--- src/rtl/pulse_shrink.sv ---
// pulse_shrink: measures each synchronous high pulse and, at its falling edge, re-emits it shortened by trim_l + trim_r.
// Optional width reporting is compiled in with `define PULSE_SHRINK_WIDTH_REPORT_EN.
module pulse_shrink #(
    parameter int CNT_W = 32
) (
    input  logic             clk,
    input  logic             rst_n,
    input  logic             pulse_in,
    input  logic [CNT_W-1:0] trim_l,
    input  logic [CNT_W-1:0] trim_r,
    output logic             pulse_out,
    output logic [CNT_W-1:0] width_out,
    output logic             width_vld,
    output logic             drop,
    output logic             overrun
);

    typedef enum logic [0:0] {M_IDLE = 1'b0, M_CNT = 1'b1} m_state_t;
    typedef enum logic [0:0] {E_IDLE = 1'b0, E_RUN = 1'b1} e_state_t;

    localparam logic [CNT_W-1:0] CNT_ONE = CNT_W'(1);
    localparam logic [CNT_W-1:0] CNT_MAX = '1;

    m_state_t         m_state_reg, m_state_next;
    e_state_t         e_state_reg, e_state_next;
    logic             pulse_in_d_reg;
    logic [CNT_W-1:0] wcnt_reg, wcnt_next;
    logic [CNT_W-1:0] tl_reg, tl_next;
    logic [CNT_W-1:0] tr_reg, tr_next;
    logic [CNT_W-1:0] ecnt_reg, ecnt_next;
    logic             drop_reg, drop_next;
    logic             overrun_reg, overrun_next;

    logic             rise;
    logic             fall_evt;
    logic [CNT_W:0]   trim_sum;
    logic [CNT_W:0]   width_ext;
    logic [CNT_W:0]   emit_diff;
    logic             too_short;
    logic             emit_busy;
    logic             emit_start;

    // ---------------- evaluation at the falling edge ----------------
    // The trim sum carries one extra bit so huge trims can never wrap into a short emission.
    always_comb begin
        rise       = pulse_in & ~pulse_in_d_reg;
        fall_evt   = (m_state_reg == M_CNT) && !pulse_in;
        trim_sum   = {1'b0, tl_reg} + {1'b0, tr_reg};
        width_ext  = {1'b0, wcnt_reg};
        emit_diff  = width_ext - trim_sum;
        too_short  = (width_ext <= trim_sum);
        // An emission in its final cycle frees the emitter for a back-to-back start.
        emit_busy  = (e_state_reg == E_RUN) && (ecnt_reg != CNT_ONE);
        emit_start = fall_evt && !too_short && !emit_busy;
    end

    // ---------------- measure FSM ----------------
    always_ff @(posedge clk or negedge rst_n) begin
        if (!rst_n) begin
            m_state_reg    <= M_IDLE;
            pulse_in_d_reg <= 1'b1;
            wcnt_reg       <= '0;
            tl_reg         <= '0;
            tr_reg         <= '0;
        end else begin
            m_state_reg    <= m_state_next;
            pulse_in_d_reg <= pulse_in;
            wcnt_reg       <= wcnt_next;
            tl_reg         <= tl_next;
            tr_reg         <= tr_next;
        end
    end

    always_comb begin
        m_state_next = m_state_reg;
        case (m_state_reg)
            M_IDLE:  if (rise)      m_state_next = M_CNT;
            M_CNT:   if (!pulse_in) m_state_next = M_IDLE;
            default:                m_state_next = M_IDLE;
        endcase
    end

    always_comb begin
        wcnt_next = wcnt_reg;
        tl_next   = tl_reg;
        tr_next   = tr_reg;
        if (m_state_reg == M_IDLE && rise) begin
            wcnt_next = CNT_ONE;
            tl_next   = trim_l;
            tr_next   = trim_r;
        end else if (m_state_reg == M_CNT && pulse_in && wcnt_reg != CNT_MAX) begin
            wcnt_next = wcnt_reg + CNT_ONE;
        end
    end

    // ---------------- emit FSM ----------------
    always_ff @(posedge clk or negedge rst_n) begin
        if (!rst_n) begin
            e_state_reg <= E_IDLE;
            ecnt_reg    <= '0;
            drop_reg    <= 1'b0;
            overrun_reg <= 1'b0;
        end else begin
            e_state_reg <= e_state_next;
            ecnt_reg    <= ecnt_next;
            drop_reg    <= drop_next;
            overrun_reg <= overrun_next;
        end
    end

    always_comb begin
        e_state_next = e_state_reg;
        ecnt_next    = ecnt_reg;
        case (e_state_reg)
            E_IDLE: begin
                if (emit_start) begin
                    e_state_next = E_RUN;
                    ecnt_next    = emit_diff[CNT_W-1:0];
                end
            end
            E_RUN: begin
                if (emit_start) begin
                    ecnt_next = emit_diff[CNT_W-1:0];
                end else if (ecnt_reg == CNT_ONE) begin
                    e_state_next = E_IDLE;
                    ecnt_next    = '0;
                end else begin
                    ecnt_next = ecnt_reg - CNT_ONE;
                end
            end
            default: begin
                e_state_next = E_IDLE;
                ecnt_next    = '0;
            end
        endcase
    end

    always_comb begin
        pulse_out    = (e_state_reg == E_RUN);
        drop_next    = fall_evt && too_short;
        overrun_next = fall_evt && !too_short && emit_busy;
        drop         = drop_reg;
        overrun      = overrun_reg;
    end

    // ---------------- optional width report ----------------
`ifdef PULSE_SHRINK_WIDTH_REPORT_EN
    logic [CNT_W-1:0] width_reg;
    logic             width_vld_reg;

    always_ff @(posedge clk or negedge rst_n) begin
        if (!rst_n) begin
            width_reg     <= '0;
            width_vld_reg <= 1'b0;
        end else begin
            width_vld_reg <= fall_evt;
            if (fall_evt) begin
                width_reg <= wcnt_reg;
            end
        end
    end

    assign width_out = width_reg;
    assign width_vld = width_vld_reg;
`else
    assign width_out = '0;
    assign width_vld = 1'b0;
`endif

endmodule

--- config.mk ---
export PLATFORM = sky130hd
export DESIGN_NAME = pulse_shrink
export DESIGN_NICKNAME = d
export VERILOG_FILES = /design/src/rtl/pulse_shrink.sv
export SDC_FILE = /design/constraint.sdc
export NUM_CORES = 1
export LEC_CHECK = 0
export CORE_ASPECT_RATIO = 2
export CORE_MARGIN = 2
export CORE_UTILIZATION = 60
export DETAILED_ROUTE_END_ITERATION = 8
export PLACE_DENSITY = 0.92
export SYNTH_ARGS = -nofsm -noshare
export SYNTH_HDL_FRONTEND = slang
export SYNTH_SLANG_ARGS = --single-unit
export TNS_END_PERCENT = 5
--- constraint.sdc ---
create_clock -name clk -period 10.5 [get_ports clk]
set_input_delay 1.575 -clock clk [delete_from_list [all_inputs] [get_ports clk]]
set_output_delay 1.575 -clock clk [all_outputs]
set_load 0.02 [all_outputs]
==> flow_metrics.env <==
export IMPL_final_cells=1305
export IMPL_cts_post_setup_buffers_inserted=0
export IMPL_maxSlewHeadroom_pct=20.8
export IMPL_die_area_um2=17000
export IMPL_path_class="register to register"
export IMPL_routedWlPerCell_um=19.2
export IMPL_cts_tree="done"
export IMPL_num_vias=8266
export IMPL_grt_pass1_vias=8480
export IMPL_synth_top_cells_by_area="dfrtp_1, ha_1, mux2_2, xnor2_1, xor2_1"
export IMPL_crit_start="tl_reg[0]"
export IMPL_netlist_top_cells_count="dfrtp_1, nor2_1, a21oi_1"
export IMPL_grt_pass1_wl_um=40800
export IMPL_cts_buffers=17
export IMPL_syn_inst=1030
export IMPL_start_util_pct=60.7
export IMPL_area_growth_pct=13.6
export IMPL_synth_edff_count=0
export IMPL_drive_above_1_share_pct=11.2
export IMPL_r2r_end="ecnt_reg[12]"
export IMPL_worstMarginPinSlew_ns=1.19
export IMPL_tns_ns=0
export IMPL_rsz0062_at_grt="false"
export IMPL_nets=1227
export IMPL_fin_crit_ns=6.09
export IMPL_fp_dieW_um=93.1
export IMPL_overflow=0
export IMPL_power_density_nw_per_um2=210
export IMPL_boundaryPins=103
export IMPL_synth_seq_area_share_pct=34.9
export IMPL_clockBufferDepth=2
export IMPL_cts_root_buf="clkbuf_16"
export IMPL_yosysMostFrequentCell="dfrtp_1"
export IMPL_met1_usage_pct=31.4
export IMPL_critPathLaunchType="register"
export IMPL_routed_wirelength_um=25100
export IMPL_crit_required_ns=10.84
export IMPL_worst_r2r_cell_count=21
export IMPL_worstSkewPairLatency_ns=0.43
export IMPL_arrival_ns=6.43
export IMPL_synth_area_leader_cell="dfrtp_1"
export IMPL_endpoint_kind="register"
export IMPL_finalSetupViolations=0
export IMPL_postCtsResizedCells=0
export IMPL_drt_first_pass_iters=5
export IMPL_cts_hold_buffers=0
export IMPL_p_leak_nw=4.79
export IMPL_rows=65
export IMPL_synthesis_area_um2=9530
export IMPL_endpoint="ecnt_reg[12]"
export IMPL_clkTransAtPathRegs_ns=0.06
export IMPL_htree_levels=4
export IMPL_vias_per_cell=6.33
export IMPL_total_power_mw=2.27
export IMPL_r2r_start="tl_reg[0]"
export IMPL_grt_usage_pct=30.5
export IMPL_synthFlopType="dfrtp_1"
export IMPL_drtIter0Drc=479
export IMPL_fin_crit_sh_pct=58.0
export IMPL_grt_use_met2_pct=55.7
export IMPL_numPlacedInstances=1273
export IMPL_antenna_found_initial=0
export IMPL_critPathMaxFanout=32
export IMPL_hp_class="register to register"
export IMPL_grt_busiest_layer="met2"
export IMPL_antenna_left=0
export IMPL_synth_seq_cells=133
export IMPL_synth_top_area_share_pct=34.7
export IMPL_synth_async_reset_ratio_pct=100
export IMPL_cts_sink_count=133
export IMPL_chipHeight_um=182
export IMPL_ir_drop_mv=0.190
export IMPL_gp_congestion=0.953
export IMPL_fillers=1112
export IMPL_skew_ns=0.00909
export IMPL_reg2reg_slack_ns=4.41
export IMPL_slew_violations=0
export IMPL_portBuffers=69
export IMPL_diodes=0
export IMPL_fmax_mhz=164
export IMPL_yosys_warnings=0
export IMPL_hold_viol=0
export IMPL_drc=0
export IMPL_outcome="completed"
export IMPL_synth_area_per_cell_um2=9.25
export IMPL_maxCapViolCount=0
export IMPL_synth_cell_types=67
export IMPL_dp_hpwl_um=18500
export IMPL_coreArea_um2=15700
export IMPL_grt_use_met3_pct=5.33
export IMPL_grt_max_degree=74
[how the worst min path moves through the flow]
stage / start / end / slack (ns) / cells past startpoint
4_1_cts: tr_reg[17] / tr_reg[17] / 0.51 / 1
2_1_floorplan: ecnt_reg[3] / ecnt_reg[3] / 0.47 / 2
6_report: ecnt_reg[3] / ecnt_reg[3] / 0.51 / 2
3_3_place_gp: tr_reg[6] / tr_reg[6] / 0.49 / 1
3_5_place_dp: tr_reg[17] / tr_reg[17] / 0.50 / 1
5_1_grt: tr_reg[28] / tr_reg[28] / 0.53 / 1
[cells by family after synthesis]
logic type | Yosys count | share of synthesized area [%]
and+or+nand+nor | 300 | 15.3
adders and majority gates | 69 | 9.22
DFF | 133 | 34.9
muxes | 68 | 7.99
AOI/OAI and AO/OA | 270 | 18.9
buffers and inverters | 99 | 5.33
xor gates and xnor gates | 90 | 8.27
other | 1 | 0.0394
[layer usage]
layer,up-vias,wire length [um]
li1,3824,-
met1,3978,8820
met2,355,13500
met3,109,1110
met4,0,1610
met5,-,0
[power breakdown]
group          switching (mW)  leakage, nW  internal (mW)
logic                   0.633         2.90          0.445
registers              0.0429         1.61          0.567
clock network           0.235        0.283          0.347
[metrics by stage]
step / utilization [%] / setup slack (ns) / instance area [um^2] / hold slack, ns
after floorplan: - / 5.64 / 9650 / 0.469
after global placement: 65.3 / 4.69 / 10300 / 0.493
after detailed placement: 65.3 / 4.52 / 10300 / 0.502
after CTS: 69.0 / 4.49 / 10800 / 0.514
after global routing: 69.0 / 3.98 / 10800 / 0.526
final: 69.0 / 4.41 / 10800 / 0.511
[critical path: stages (launching register included)]
cell	delay, ns
dfrtp_1	0.40
ha_1	0.25
fa_1	0.43
a211oi_1	0.32
o211ai_1	0.17
nand2_1	0.12
o21ai_0	0.19
a21boi_0	0.43
nor2b_1	0.09
o21a_1	0.20
o41a_1	0.33
xnor2_1	0.15
ha_1	0.38
a2111oi_0	0.41
o21ai_0	0.14
nand3_1	0.10
o211a_1	0.16
and2_4	0.16
a2bb2oi_2	0.21
o31a_1	0.97
o21ai_0	0.27
o221ai_1	0.12
[cell usage in the layout, fill, tap and decap left out, types with 21 or more instances in the layout]
cell type	Yosys	layout
mux2_2	64	64
o21ai_0	52	52
xor2_1	42	42
clkdlybuf4s50_1	0	68
nor2_1	89	89
nor3_1	21	21
nand3_1	29	29
conb_1	1	33
nand2_1	68	68
a21oi_1	69	69
dfrtp_1	132	132
a21o_1	37	37
xnor2_1	48	48
inv_1	33	33
ha_1	67	67
[final cells by class]
cell class / count / area (um^2) / share of cell area (%)
Sequential cell: 133 / 3330 / 30.8
Timing Repair Buffer: 75 / 733 / 6.77
Multi-Input combinational cell: 830 / 5810 / 53.7
Clock buffer: 18 / 429 / 3.97
Tap cell: 201 / 251 / 2.32
Inverter: 34 / 128 / 1.18
Clock inverter: 14 / 138 / 1.27
Note: power is estimated with default switching activity, not from simulation.
